## config.mk

```make
export PLATFORM = sky130hd
export DESIGN_NAME = yukle_sakla_birimi
export DESIGN_NICKNAME = d
export VERILOG_FILES = /design/src/rtl/yukle_sakla_birimi_pkg.sv /design/src/rtl/yukle_sakla_birimi_hizalayici.sv /design/src/rtl/yukle_sakla_birimi.sv
export SDC_FILE = /design/constraint.sdc
export NUM_CORES = 1
export LEC_CHECK = 0
export ABC_AREA = 1
export BUFFER_PORTS_ARGS = -buffer_cell sky130_fd_sc_hd__buf_2
export CAP_MARGIN = 20
export CORE_ASPECT_RATIO = 1.1
export CORE_MARGIN = 2
export CORE_UTILIZATION = 45
export DETAILED_ROUTE_END_ITERATION = 16
export PLACE_DENSITY_LB_ADDON = 0.12
export REMOVE_ABC_BUFFERS = 1
export SYNTH_ARGS = -nofsm -noshare
export SYNTH_HDL_FRONTEND = slang
export SYNTH_HIERARCHICAL = 1
export SYNTH_SLANG_ARGS = --single-unit
```

## constraint.sdc

```tcl
create_clock -name clk -period 1.5 [get_ports clk]
set_input_delay 0.3 -clock clk [delete_from_list [all_inputs] [get_ports clk]]
set_output_delay 0.3 -clock clk [all_outputs]
set_load 0.005 [all_outputs]
```

## src/rtl/yukle_sakla_birimi_pkg.sv

```systemverilog
// Shared definitions for the RV32I load/store unit: funct3 codes, FSM states
// and small decode helpers used by both the unit and its load aligner.
package yukle_sakla_paketi;

  localparam logic [2:0] F3_B  = 3'b000;
  localparam logic [2:0] F3_H  = 3'b001;
  localparam logic [2:0] F3_W  = 3'b010;
  localparam logic [2:0] F3_BU = 3'b100;
  localparam logic [2:0] F3_HU = 3'b101;

  localparam int ZAMAN_ASIMI_VARSAYILAN = 16;

  typedef enum logic [1:0] {
    BOSTA = 2'd0,
    BEKLE = 2'd1,
    YANIT = 2'd2
  } durum_e;

  // Legal means a known funct3 for the direction and a naturally aligned address.
  function automatic logic istek_yasal(input logic yaz, input logic [2:0] f3,
                                       input logic [1:0] ofs);
    logic f3_ok;
    logic hizali;
    if (yaz) f3_ok = (f3 == F3_B) || (f3 == F3_H) || (f3 == F3_W);
    else     f3_ok = (f3 == F3_B) || (f3 == F3_H) || (f3 == F3_W) ||
                     (f3 == F3_BU) || (f3 == F3_HU);
    case (f3[1:0])
      2'b01:   hizali = ~ofs[0];
      2'b10:   hizali = (ofs == 2'b00);
      default: hizali = 1'b1;
    endcase
    return f3_ok && hizali;
  endfunction

  function automatic logic [3:0] bayt_en_hesapla(input logic [1:0] boyut,
                                                 input logic [1:0] ofs);
    logic [3:0] en;
    case (boyut)
      2'b00:   en = 4'b0001 << ofs;
      2'b01:   en = 4'b0011 << ofs;
      default: en = 4'b1111;
    endcase
    return en;
  endfunction

  function automatic logic [31:0] yaz_veri_cogalt(input logic [1:0] boyut,
                                                  input logic [31:0] d);
    logic [31:0] r;
    case (boyut)
      2'b00:   r = {4{d[7:0]}};
      2'b01:   r = {2{d[15:0]}};
      default: r = d;
    endcase
    return r;
  endfunction

endpackage

```

## src/rtl/yukle_sakla_birimi_hizalayici.sv

```systemverilog
// Load aligner: picks the addressed lane out of a memory word and applies
// sign or zero extension according to the load funct3.
module yukleme_hizalayici
  import yukle_sakla_paketi::*;
(
  input  logic [31:0] kelime_i,
  input  logic [1:0]  ofs_i,
  input  logic [2:0]  f3_i,
  output logic [31:0] sonuc_o
);

  logic [31:0] kaydirilmis;

  always_comb begin
    kaydirilmis = kelime_i >> {ofs_i, 3'b000};
    case (f3_i)
      F3_B:    sonuc_o = {{24{kaydirilmis[7]}}, kaydirilmis[7:0]};
      F3_H:    sonuc_o = {{16{kaydirilmis[15]}}, kaydirilmis[15:0]};
      F3_BU:   sonuc_o = {24'b0, kaydirilmis[7:0]};
      F3_HU:   sonuc_o = {16'b0, kaydirilmis[15:0]};
      default: sonuc_o = kaydirilmis;
    endcase
  end

endmodule

```

## src/rtl/yukle_sakla_birimi.sv

```systemverilog
// RV32I load/store unit: accepts one core request, runs a byte-enabled word
// access with timeout, and reports a one-cycle completion with error flag.
module yukle_sakla_birimi
  import yukle_sakla_paketi::*;
#(
  parameter int ZAMAN_ASIMI = ZAMAN_ASIMI_VARSAYILAN,
  parameter int SAYAC_W     = 5
) (
  input  logic        clk,
  input  logic        rst,
  input  logic        istek_gecerli,
  input  logic        istek_yaz,
  input  logic [2:0]  istek_f3,
  input  logic [31:0] istek_adres,
  input  logic [31:0] istek_veri,
  output logic        mesgul,
  output logic        tamam,
  output logic        hata,
  output logic [31:0] sonuc,
  output logic        bellek_istek,
  output logic        bellek_yaz,
  output logic [31:0] bellek_adres,
  output logic [3:0]  bellek_bayt_en,
  output logic [31:0] bellek_yaz_veri,
  input  logic [31:0] bellek_oku_veri,
  input  logic        bellek_gecerli
);

  durum_e durum_q, durum_d;

  logic               hata_q, hata_d;
  logic [31:0]        sonuc_q, sonuc_d;
  logic               bellek_istek_q, bellek_istek_d;
  logic               bellek_yaz_q, bellek_yaz_d;
  logic [31:0]        bellek_adres_q, bellek_adres_d;
  logic [3:0]         bayt_en_q, bayt_en_d;
  logic [31:0]        yaz_veri_q, yaz_veri_d;
  logic [2:0]         f3_q, f3_d;
  logic [1:0]         ofs_q, ofs_d;
  logic [SAYAC_W-1:0] sayac_q, sayac_d;

  logic        kabul;
  logic        yasal;
  logic        sure_doldu;
  logic [31:0] hizali_sonuc;

  assign kabul      = (durum_q == BOSTA) && istek_gecerli;
  assign yasal      = istek_yasal(istek_yaz, istek_f3, istek_adres[1:0]);
  // The counter holds completed BEKLE cycles, so LIMIT-1 marks the last allowed one.
  assign sure_doldu = (sayac_q == SAYAC_W'(ZAMAN_ASIMI - 1));

  yukleme_hizalayici u_hizalayici (
    .kelime_i (bellek_oku_veri),
    .ofs_i    (ofs_q),
    .f3_i     (f3_q),
    .sonuc_o  (hizali_sonuc)
  );

  always_ff @(posedge clk or negedge rst) begin
    if (!rst) durum_q <= BOSTA;
    else      durum_q <= durum_d;
  end

  always_comb begin
    durum_d = durum_q;
    case (durum_q)
      BOSTA:   if (istek_gecerli) durum_d = yasal ? BEKLE : YANIT;
      BEKLE:   if (bellek_gecerli || sure_doldu) durum_d = YANIT;
      YANIT:   durum_d = BOSTA;
      default: durum_d = BOSTA;
    endcase
  end

  always_comb begin
    mesgul = (durum_q != BOSTA);
    tamam  = (durum_q == YANIT);
  end

  always_comb begin
    hata_d         = hata_q;
    sonuc_d        = sonuc_q;
    bellek_istek_d = bellek_istek_q;
    bellek_yaz_d   = bellek_yaz_q;
    bellek_adres_d = bellek_adres_q;
    bayt_en_d      = bayt_en_q;
    yaz_veri_d     = yaz_veri_q;
    f3_d           = f3_q;
    ofs_d          = ofs_q;
    sayac_d        = sayac_q;
    if (kabul) begin
      f3_d    = istek_f3;
      ofs_d   = istek_adres[1:0];
      hata_d  = ~yasal;
      sayac_d = '0;
      // Rejected requests never touch the memory-side registers.
      if (yasal) begin
        bellek_istek_d = 1'b1;
        bellek_yaz_d   = istek_yaz;
        bellek_adres_d = {istek_adres[31:2], 2'b00};
        bayt_en_d      = bayt_en_hesapla(istek_f3[1:0], istek_adres[1:0]);
        yaz_veri_d     = yaz_veri_cogalt(istek_f3[1:0], istek_veri);
      end
    end else if (durum_q == BEKLE) begin
      sayac_d = sayac_q + SAYAC_W'(1);
      if (bellek_gecerli) begin
        bellek_istek_d = 1'b0;
        bellek_yaz_d   = 1'b0;
        hata_d         = 1'b0;
        if (!bellek_yaz_q) sonuc_d = hizali_sonuc;
      end else if (sure_doldu) begin
        bellek_istek_d = 1'b0;
        bellek_yaz_d   = 1'b0;
        hata_d         = 1'b1;
      end
    end
  end

  always_ff @(posedge clk or negedge rst) begin
    if (!rst) begin
      hata_q         <= 1'b0;
      sonuc_q        <= '0;
      bellek_istek_q <= 1'b0;
      bellek_yaz_q   <= 1'b0;
      bellek_adres_q <= '0;
      bayt_en_q      <= '0;
      yaz_veri_q     <= '0;
      f3_q           <= '0;
      ofs_q          <= '0;
      sayac_q        <= '0;
    end else begin
      hata_q         <= hata_d;
      sonuc_q        <= sonuc_d;
      bellek_istek_q <= bellek_istek_d;
      bellek_yaz_q   <= bellek_yaz_d;
      bellek_adres_q <= bellek_adres_d;
      bayt_en_q      <= bayt_en_d;
      yaz_veri_q     <= yaz_veri_d;
      f3_q           <= f3_d;
      ofs_q          <= ofs_d;
      sayac_q        <= sayac_d;
    end
  end

  assign hata            = hata_q;
  assign sonuc           = sonuc_q;
  assign bellek_istek    = bellek_istek_q;
  assign bellek_yaz      = bellek_yaz_q;
  assign bellek_adres    = bellek_adres_q;
  assign bellek_bayt_en  = bayt_en_q;
  assign bellek_yaz_veri = yaz_veri_q;

endmodule

```

==> metrics.txt, run 1 <==
status=finished, final reports clean; clock transition at the registers of the reported paths=approximately 0.060 ns; Fin. Hold Viols=0; crit path cell chain=buf_4 > nand2_1 > nand3_1 > o211ai_1 > nand2_1 > inv_1 > o21ai_0; Ports=209; Hold Crit Class=in -> reg; cell accounting for the most synthesized area=dfrtp_1; routed vias=between 5000 and 6000; CP Max Fanout=24; pre-CTS setup slack=-0.300 ns; post-synth design cell area=between 0.005 and 0.006 mm²; Final HPWL DP=between 10 and 15 mm; IO buf count=206; Post-synth EDFFs=0; Pre-antenna DRT Iters=5; Antenna Cells=0; fillers=around 1100; CTS tree=built; drt via density=between 4 and 5; register area share after synthesis=0.498; reg2reg setup slack=between 0.09 and 0.1 ns; GRT Util Overall=0.226; routed len/inst=around 14 µm; top cell type's share of synthesized area=0.498; top post-synthesis cells by count=nand2_1 (261), dfrtp_1 (113), o21ai_0 (86); TritonCTS Buffers=17; Area contributors post-synth=dfrtp_1 (50%), nand2_1 (17%), o21ai_0 (7.6%); # DRC=0; Final min period=~1.4 ns; period utilization=0.934; Async S/R FF share, synth=1.00; Tot Pwr=~13 mW; clock skew=approximately 0.013 ns; die area=0.0135 mm²; clock tree buffer depth=2; Crit path top cell by count=nand2_1; Startpoint Class=register; Horiz. Die Dim=about 110 µm; starting density of the core=0.455; final wirelength=around 15 mm; FMAX=around 0.7 GHz; first-pass GRT wire length=roughly 25 mm; DRT iter0 DRCs=between 300 and 400; ys flop type=dfrtp_1; fin util=0.616; max-slew violation total from the final report=0; mean post-synth cell area=approximately 8 µm²; RSZ-0062 raised after global routing=false; Synth-to-Final Area Change=35.4%; final setup vio count=0; Power Density=1750 mW/mm²; global route overflow=0; proportion of layout cells with a drive suffix above 1=0.345; worst setup margin=between 0.09 and 0.1 ns; Pleak=between 4 and 5 nW; Clock Latency Late Sink=0.41 ns; Core ar.=approximately 0.012 mm²; CP Class=reg -> reg; Gate Count Post-Synth=707; Yosys reg bits=about 110; max_cap viols=0; die height=between 100 and 150 µm; data required time of the worst path=around 1.8 ns; row cnt=43; GP Congestion=0.838; CTS sink cnt=~110; Root Driver=clkbuf_16; fin nets=about 1000; post-route ant nets=0; pin count of the biggest net entering global routing=between 60 and 70; slowest CP cell=dfrtp_2; initial antenna violation count=0; Crit. End Element=register; CP max stage delay=about 0.48 ns; yosys warns=6; CTS HTree Levels=4; Critical Path AT=~1.7 ns; post-synthesis cell type count=33; most frequent cell after synthesis=nand2_1; worst vdd ir=~0.00079 V; number of global-route vias before repair=5152
-- layer usage --
metal / global-route usage / up-vias / wire [µm]
met5: 0 / - / 0
met4: 0.0795 / 0 / 215
met3: 0.0572 / 18 / 1020
met2: 0.375 / 202 / 7320
met1: 0.292 / 2511 / 6520
li1: - / 2712 / -
-- flip-flops by register name, summed over array words and instances (netlist names) --
| register | count |
|---|---|
| hata | 1 |
| bellek_adres | 30 |
| bellek_yaz_veri | 32 |
| f3_q | 3 |
| durum_q | 2 |
| ofs_q | 2 |
| bellek_bayt_en | 4 |
| bellek_istek | 1 |
| bellek_yaz | 1 |
| sayac_q | 5 |
| sonuc | 32 |
-- metrics by stage --
step                area [µm²]  hold WS [ns]  setup TNS (ns)  std cells
finish                    7690        0.0828               0       1103
global route              7690        0.0787               0       1103
CTS                       7660        0.0666               0       1102
detailed placement        7070         0.235          -15.54       1069
global placement          7070         0.236          -10.53       1069
floorplan                 5430       0.00441         -105.16        667
-- cell type report --
type                       count  area (µm²)  share of cell area
clock inverter                14         155              0.0202
timing repair buffer         247        1460               0.190
clock buffer                  18         429              0.0558
sequential                   113        2830               0.368
inverter                      71         279              0.0363
multi-input combinational    483        2340               0.304
tap                          157         196              0.0255
-- cells by family (layout without fill, tap and decap cells) --
logic type | Yosys count | after routing | share of synthesized area
adders and majority gates | 5 | 5 | 0.0110
other | 1 | 2 | 0.000660
DFF | 113 | 113 | 0.498
and+or+nand+nor | 330 | 330 | 0.256
buffers and inverters | 112 | 350 | 0.0938
AOI/OAI and AO/OA | 146 | 146 | 0.140
-- cell usage in the layout, fill, tap and decap left out, types with 3 or more instances in the layout --
| master | synthesis | layout |
|---|---|---|
| a21oi_1 | 27 | 27 |
| a22oi_1 | 7 | 7 |
| buf_12 | 0 | 9 |
| buf_2 | 16 | 205 |
| buf_4 | 7 | 30 |
| clkbuf_16 | 0 | 17 |
| clkinvlp_4 | 0 | 5 |
| dfrtp_1 | 113 | 112 |
| ha_1 | 5 | 3 |
| inv_1 | 63 | 63 |
| inv_2 | 6 | 5 |
| inv_6 | 0 | 4 |
| nand2_1 | 261 | 260 |
| nand2_2 | 6 | 7 |
| nand3_1 | 16 | 16 |
| nand3_2 | 18 | 18 |
| nor2_1 | 18 | 17 |
| nor2_2 | 2 | 3 |
| o211ai_1 | 14 | 14 |
| o21ai_0 | 86 | 82 |
| o21ai_1 | 8 | 10 |
-- critical path: cells and delay by family (launching register included) --
kind / cells / cell delay (ns)
compound gates: 2 / 0.25
buf+inv: 2 / 0.33
flops: 1 / 0.48
simple gates: 3 / 0.26
-- path summary, 6_finish.rpt --
kind,start,cells after the start,to
setup reg to reg,ofs_q[0]$_DFFE_PN0P_,7,sonuc[12]$_DFFE_PN0P_
min in group asynchronous,rst,2,sonuc[14]$_DFFE_PN0P_
hold reg to reg,bellek_adres[28]$_DFFE_PN0P_,2,bellek_adres[28]$_DFFE_PN0P_
max in group asynchronous,rst,3,sonuc[8]$_DFFE_PN0P_
setup / recovery,ofs_q[0]$_DFFE_PN0P_,7,sonuc[12]$_DFFE_PN0P_
hold / removal,istek_adres[21],3,bellek_adres[21]$_DFFE_PN0P_
-- what timing repair did --
action,CTS,global route
gates resized for setup,3,10
endpoints found under the hold margin,19,0
pin swaps,0,2
hold buffers,1,0
buffers inserted,0,1
setup endpoints to repair,2,29
-- power breakdown --
part / internal (mW) / switching (mW)
sequential: 4.25 / 0.739
clock: 2.46 / 1.51
combinational: 2.12 / 2.37
total: 8.84 / 4.63
Note: power is estimated with default switching activity, not from simulation.
==> inputs of run 2 (changes only) <==
--- a/config.mk
+++ b/config.mk
@@ -5,12 +5,13 @@
 export SDC_FILE = /design/constraint.sdc
 export NUM_CORES = 1
 export LEC_CHECK = 0
-export ABC_AREA = 1
 export BUFFER_PORTS_ARGS = -buffer_cell sky130_fd_sc_hd__buf_2
 export CAP_MARGIN = 20
+export CELL_PAD_IN_SITES_DETAIL_PLACEMENT = 0
+export CELL_PAD_IN_SITES_GLOBAL_PLACEMENT = 1
 export CORE_ASPECT_RATIO = 1.1
 export CORE_MARGIN = 2
-export CORE_UTILIZATION = 45
+export CORE_UTILIZATION = 34
 export DETAILED_ROUTE_END_ITERATION = 16
 export PLACE_DENSITY_LB_ADDON = 0.12
 export REMOVE_ABC_BUFFERS = 1
==> metrics.txt, run 2 <==
fin nets=819 (was 1042); Root Driver=clkbuf_16 (unchanged); clock skew=0.00691 ns (was 0.0132 ns); post-route cell area=0.00791 mm² (was 0.00769 mm²); die area=0.0171 mm² (was 0.0135 mm²); CP Class=reg -> reg (unchanged); Synth-to-Final Area Change=44.6% (was 35.4%); post-route ant nets=0 (unchanged); most frequent cells in the layout=buf_2 (205), dfrtp_1 (112), mux2_2 (101) (was nand2_1 (260), buf_2 (205), dfrtp_1 (112)); proportion of layout cells with a drive suffix above 1=0.586 (was 0.345); crit path cell chain=or3b_4 > a211oi_4 > o21ai_4 > buf_12 > mux2_4 (was buf_4 > nand2_1 > nand3_1 > o211ai_1 > nand2_1 > inv_1 > o21ai_0); TritonCTS Buffers=17 (unchanged); routed len/inst=16.8 µm (was 13.7 µm); clock tree buffer depth=2 (unchanged); Clock Latency Late Sink=0.41 ns (about the same); routed vias=4486 (was 5443); # DRC=0 (unchanged); R2R depth=5 (was 7); FF+latch area=0.00283 mm² (unchanged); CP max stage delay=0.42 ns (was 0.48 ns); clock transition at the registers of the reported paths=0.05 ns (was 0.06 ns); drt via density=4.86 (was 4.93); ys flop type=dfrtp_1 (unchanged); GP Congestion=0.763 (was 0.838); final setup vio count=103 (was 0); Hold Crit Class=in -> reg (unchanged); starting density of the core=0.348 (was 0.455); CTS HTree Levels=4 (unchanged); register area share after synthesis=0.517 (was 0.498); IO buf count=206 (unchanged); CP Max Fanout=27 (was 24); placed cell areas=0.00706 mm² (was 0.00707 mm²); Post-synth EDFFs=0 (unchanged); die height=137 µm (was 122 µm); initial antenna violation count=1 (was 0); hold path startpoint=bellek_gecerli (was istek_adres[21]); Core ar.=0.0157 mm² (was 0.0125 mm²); max_cap viols=0 (unchanged); CP bufs+invs=1 (was 2); pin count of the biggest net entering global routing=33 (was 65); fillers=1490 (was 1147); FMAX=0.570 GHz (was 0.714 GHz); multi-input logic area=0.00251 mm² (was 0.00234 mm²); top post-synthesis cells by count=dfrtp_1 (113), mux2_2 (104), nand2_1 (50) (was nand2_1 (261), dfrtp_1 (113), o21ai_0 (86)); Ports=209 (unchanged); first-pass GRT wire length=24.4 mm (was 24.8 mm); post-synthesis cell type count=41 (was 33); data required time of the worst path=1.79 ns (was 1.82 ns); Area contributors post-synth=dfrtp_1 (52%), mux2_2 (21%), mux2i_1 (3.8%) (was dfrtp_1 (50%), nand2_1 (17%), o21ai_0 (7.6%)); Critical Path AT=2.05 ns (was 1.72 ns); stages on the worst setup path=5 (was 7); number of global-route vias before repair=4680 (was 5152); CTS tree=built (unchanged); Startpoint Class=register (unchanged); reg2reg setup slack=-0.25 ns (was 0.1 ns); post-synth design cell area=0.00547 mm² (was 0.00568 mm²); FF-to-FF Start=durum_q[1]$_DFFE_PN0P_ (was ofs_q[0]$_DFFE_PN0P_); pre-CTS setup slack=-0.449 ns (was -0.300 ns); most frequent cell after synthesis=dfrtp_1 (was nand2_1); Final min period=1.75 ns (was 1.40 ns); cell accounting for the most synthesized area=dfrtp_1 (unchanged); worst setup margin=-0.254 ns (was 0.0987 ns); RSZ-0062 raised after global routing=true (was false); commonest non-fill, non-tap cell in the layout=buf_2 (was nand2_1); crit path capture=bellek_adres[12]$_DFFE_PN0P_ (was sonuc[12]$_DFFE_PN0P_); top cell type's share of synthesized area=0.517 (was 0.498); max-slew violation total from the final report=0 (unchanged); mean post-synth cell area=12.1 µm² (was 8.03 µm²); Horiz. Die Dim=125 µm (was 111 µm); hold slack=0.111 ns (was 0.0828 ns); worst vdd ir=0.000863 V (was 0.000791 V); Pleak=3.95 nW (was 4.34 nW); Pre-antenna DRT Iters=4 (was 5); reg2reg end=bellek_adres[12]$_DFFE_PN0P_ (was sonuc[12]$_DFFE_PN0P_); global route overflow=0 (unchanged); failing checks=setup timing; period utilization=1.17 (was 0.934); Gate Count Post-Synth=451 (was 707); crit path from=durum_q[1]$_DFFE_PN0P_ (was ofs_q[0]$_DFFE_PN0P_); worst hold stages=2 (was 3); Final HPWL DP=11.0 mm (was 10.8 mm); Antenna Cells=0 (unchanged); DRT iter0 DRCs=154 (was 387); GRT Util Overall=0.183 (was 0.226); CP top delay family=simple AND/OR/NAND/NOR gates (was flip-flops); slowest CP cell=or3b_4 (was dfrtp_2); status=complete, but fails checks (was finished, final reports clean); yosys warns=6 (unchanged); Yosys reg bits=113 (unchanged); CTS sink cnt=113 (unchanged); final wirelength=15.5 mm (was 15.1 mm); Async S/R FF share, synth=1.00 (unchanged); Power Density=1760 mW/mm² (was 1750 mW/mm²); Fin. Hold Viols=0 (unchanged); row cnt=48 (was 43); Crit. End Element=register (unchanged)
-- run 2: cell type report --
type / instances / share of cell area
inverters: 9 / 0.00427
clock inverters: 12 / 0.0176
clock buffers: 20 / 0.0577
repair buffers: 265 / 0.214
multi-input cells: 304 / 0.318
flip-flops and latches: 113 / 0.358
well taps: 200 / 0.0316
-- run 2: worst register-to-register path, cell delays in order, from the launching register on --
cell and delay, ns:
dfrtp_1 0.37, or3b_4 0.42, a211oi_4 0.21, o21ai_4 0.14, buf_12 0.19, mux2_4 0.31
-- run 2: timing repair --
action                                  in CTS  in global routing
endpoints found under the setup margin     104                105
endpoints found under the hold margin       25                  0
gates cloned                                 3                  0
hold buffers                                 1                  0
gates resized for setup                     26                  9
buffers inserted                             6                  1
pin swaps                                    0                  2
-- run 2: cell families after synthesis --
group / Yosys count / share of synthesized area
multiplexers: 127 / 0.257
flip-flops: 113 / 0.517
AND/OR/NAND/NOR: 99 / 0.0825
AO/OA/AOI/OAI: 71 / 0.0915
buffers and inverters: 35 / 0.0407
adder cells (fa/ha/maj): 5 / 0.0114
other: 1 / 0.000685
-- run 2: power breakdown --
group	internal (mW)	leakage, nW	switching, mW
logic	2.74	2.28	2.03
clock network	2.67	0.303	1.39
registers	4.38	1.37	0.732
-- run 2: per-layer routing --
| metal | wire length (µm) | vias to the layer above | GRT usage |
|---|---|---|---|
| met5 | 13 | - | 0 |
| met4 | 250 | 2 | 0.0630 |
| met3 | 1150 | 17 | 0.0672 |
| met2 | 7510 | 167 | 0.304 |
| met1 | 6560 | 2180 | 0.220 |
| li1 | - | 2120 | - |
-- run 2: stage by stage --
| stage | utilization | setup TNS [ns] | power (mW) | std cells |
|---|---|---|---|---|
| 2_1_floorplan | - | -149.63 | 7.22 | 426 |
| 3_3_place_gp | 0.449 | -32.05 | 9.61 | 880 |
| 3_5_place_dp | 0.449 | -36.72 | 9.76 | 880 |
| 4_1_cts | 0.500 | -20.50 | 14.1 | 922 |
| 5_1_grt | 0.503 | -26.96 | 14.8 | 923 |
| 6_report | 0.503 | -20.56 | 13.9 | 923 |
-- run 2: worst min path at each step --
| stage | to | slack (ns) |
|---|---|---|
| 2_1_floorplan | bellek_adres[10]$_DFFE_PN0P_ | 0.004 |
| 3_3_place_gp | sonuc[5]$_DFFE_PN0P_ | 0.28 |
| 3_5_place_dp | sonuc[21]$_DFFE_PN0P_ | 0.29 |
| 4_1_cts | bellek_adres[14]$_DFFE_PN0P_ | 0.10 |
| 5_1_grt | durum_q[0]$_DFFE_PN0P_ | 0.1 |
| 6_report | durum_q[0]$_DFFE_PN0P_ | 0.11 |
==> inputs of run 3 (changes only) <==
--- a/config.mk
+++ b/config.mk
@@ -11,7 +11,8 @@
 export CELL_PAD_IN_SITES_GLOBAL_PLACEMENT = 1
 export CORE_ASPECT_RATIO = 1.1
 export CORE_MARGIN = 2
-export CORE_UTILIZATION = 34
+export CORE_UTILIZATION = 35
+export CTS_BUF_LIST = sky130_fd_sc_hd__clkbuf_8
 export DETAILED_ROUTE_END_ITERATION = 16
 export PLACE_DENSITY_LB_ADDON = 0.12
 export REMOVE_ABC_BUFFERS = 1
==> metrics.txt, run 3 (synthesis results as in run 2) <==
worst setup margin=-0.243 ns (was -0.254 ns); starting density of the core=0.361 (was 0.348); GRT Util Overall=0.192 (was 0.183); Startpoint Class=register (unchanged); drt via density=4.86 (about the same); clock tree buffer depth=2 (unchanged); fillers=1429 (was 1490); CTS sink cnt=113 (unchanged); max_cap viols=0 (unchanged); # DRC=0 (unchanged); DRT iter0 DRCs=153 (was 154); met1 Use GR=0.227 (was 0.220); Final min period=1.74 ns (was 1.75 ns); die height=135 µm (was 137 µm); IO buf count=206 (unchanged); period utilization=1.16 (was 1.17); number of global-route vias before repair=4805 (was 4680); routed len/inst=17.0 µm (was 16.8 µm); fin nets=818 (was 819); initial antenna violation count=0 (was 1); Hold Crit Class=in -> reg (unchanged); CP Max Fanout=5 (was 27); Clock Latency Late Sink=0.44 ns (was 0.41 ns); failing checks=setup timing (unchanged); clock skew=0.0125 ns (was 0.00691 ns); commonest non-fill, non-tap cell in the layout=buf_2 (unchanged); final setup vio count=104 (was 103); FMAX=0.574 GHz (was 0.570 GHz); Pleak=3.90 nW (was 3.95 nW); post-route ant nets=0 (unchanged); FF-to-FF Start=ofs_q[0]$_DFFE_PN0P_ (was durum_q[1]$_DFFE_PN0P_); global route overflow=0 (unchanged); Fin. Hold Viols=0 (unchanged); grt peak-use layer=met2 (unchanged); hold path startpoint=bellek_gecerli (unchanged); Pre-antenna DRT Iters=4 (unchanged); Root Driver=clkbuf_8 (was clkbuf_16); crit path from=ofs_q[0]$_DFFE_PN0P_ (was durum_q[1]$_DFFE_PN0P_); data required time of the worst path=1.82 ns (was 1.79 ns); Crit. End Element=register (unchanged); worst vdd ir=0.000866 V (was 0.000863 V); pin count of the biggest net entering global routing=62 (was 33); Final HPWL DP=10.9 mm (was 11.0 mm); RSZ-0062 raised after global routing=true (unchanged); row cnt=47 (was 48); Power Density=1690 mW/mm² (was 1760 mW/mm²); clock transition at the registers of the reported paths=0.08 ns (was 0.05 ns); GR Layer Usage met2=0.321 (was 0.304); M3 GR Usage=0.0737 (was 0.0672); Ports=209 (unchanged); Critical Path AT=2.06 ns (was 2.05 ns); proportion of layout cells with a drive suffix above 1=0.608 (was 0.586); routed vias=4467 (was 4486); most frequent cells in the layout=buf_2 (205), dfrtp_1 (112), mux2_2 (90) (was buf_2 (205), dfrtp_1 (112), mux2_2 (101)); Tot Pwr=13.3 mW (was 13.9 mW); first-pass GRT wire length=24.6 mm (was 24.4 mm); dpl cells=869 (was 880); CTS HTree Levels=4 (unchanged); die area=0.0167 mm² (was 0.0171 mm²); status=complete, but fails checks (unchanged); TritonCTS Buffers=17 (unchanged); CTS tree=built (unchanged); Horiz. Die Dim=123 µm (was 125 µm); Layout Cells excl Fill=919 (was 923); hold slack=0.0764 ns (was 0.111 ns); max-slew violation total from the final report=0 (unchanged); Synth-to-Final Area Change=43.9% (was 44.6%); pre-CTS setup slack=-0.459 ns (was -0.449 ns); final wirelength=15.7 mm (was 15.5 mm); Core ar.=0.0152 mm² (was 0.0157 mm²); GP Congestion=0.734 (was 0.763); CP Class=reg -> reg (unchanged)
==> run 3: cell count changes in the layout (fill, tap and decap cells not counted), moves of 6 or more <==
cell / change
buf_4: -7
nor2_2: +6
a211oi_2: +7
a211oi_1: -7
clkinv_2: -7
mux2_2: -11
mux2_4: +11
clkbuf_16: -16
nor2_1: -7
clkbuf_8: +16
buf_6: +6
==> run 3: what timing repair did <==
item	4_1_cts	5_1_grt
hold buffers	1	0
hold endpoints to repair	113	0
endpoints found under the setup margin	104	105
resized for setup	45	24
cloned	3	1
pin swaps	8	3
setup buffers	12	4
==> run 3: layout make-up <==
type | count | area, µm² | area share
flip-flops and latches | 113 | 2830 | 0.359
clock inverters | 14 | 180 | 0.0229
inverters | 9 | 33.8 | 0.00429
diodes | 1 | 2.50 | 0.000318
repair buffers | 264 | 1710 | 0.217
multi-input cells | 304 | 2630 | 0.333
well taps | 196 | 245 | 0.0312
clock buffers | 18 | 248 | 0.0315
==> run 3: final timing paths <==
check                                               to  slack [ns]  depth (start not counted)
worst max-delay path             sonuc[10]$_DFFE_PN0P_       -0.24                          7
worst min-delay path            durum_q[0]$_DFFE_PN0P_        0.08                          2
worst max register to register   sonuc[10]$_DFFE_PN0P_       -0.24                          7
worst min register to register  sayac_q[3]$_DFFE_PN0P_        0.49                          1
max in group asynchronous         ofs_q[0]$_DFFE_PN0P_        0.68                          3
min in group asynchronous        sonuc[22]$_DFFE_PN0P_        0.23                          2
==> run 3: per-stage QoR <==
| step | util | cell area [µm²] | TNS [ns] |
|---|---|---|---|
| 2_1_floorplan | - | 5290 | -149.63 |
| 3_3_place_gp | 0.461 | 6990 | -34.53 |
| 3_5_place_dp | 0.461 | 6990 | -37.94 |
| 4_1_cts | 0.512 | 7770 | -22.33 |
| 5_1_grt | 0.519 | 7870 | -27.86 |
| 6_report | 0.519 | 7870 | -20.62 |
==> run 3: metal layers <==
layer / up-vias / share of wire
li1: 2117 / -
met1: 2174 / 0.40
met2: 160 / 0.50
met3: 16 / 0.083
met4: 0 / 0.011
met5: - / 0
==> run 3: power by group <==
group,internal (mW),total (mW),switching (mW)
clock network,1.71,3.12,1.40
logic,2.94,5.11,2.17
registers,4.37,5.08,0.709
==> run 3: worst max-delay path: stages, from the launching register on <==
cell      delay (ns)
dfrtp_2         0.45
buf_6           0.13
mux2i_4         0.25
mux2i_2         0.12
a21boi_2        0.22
buf_6           0.17
nor2_4          0.03
mux2_4          0.26
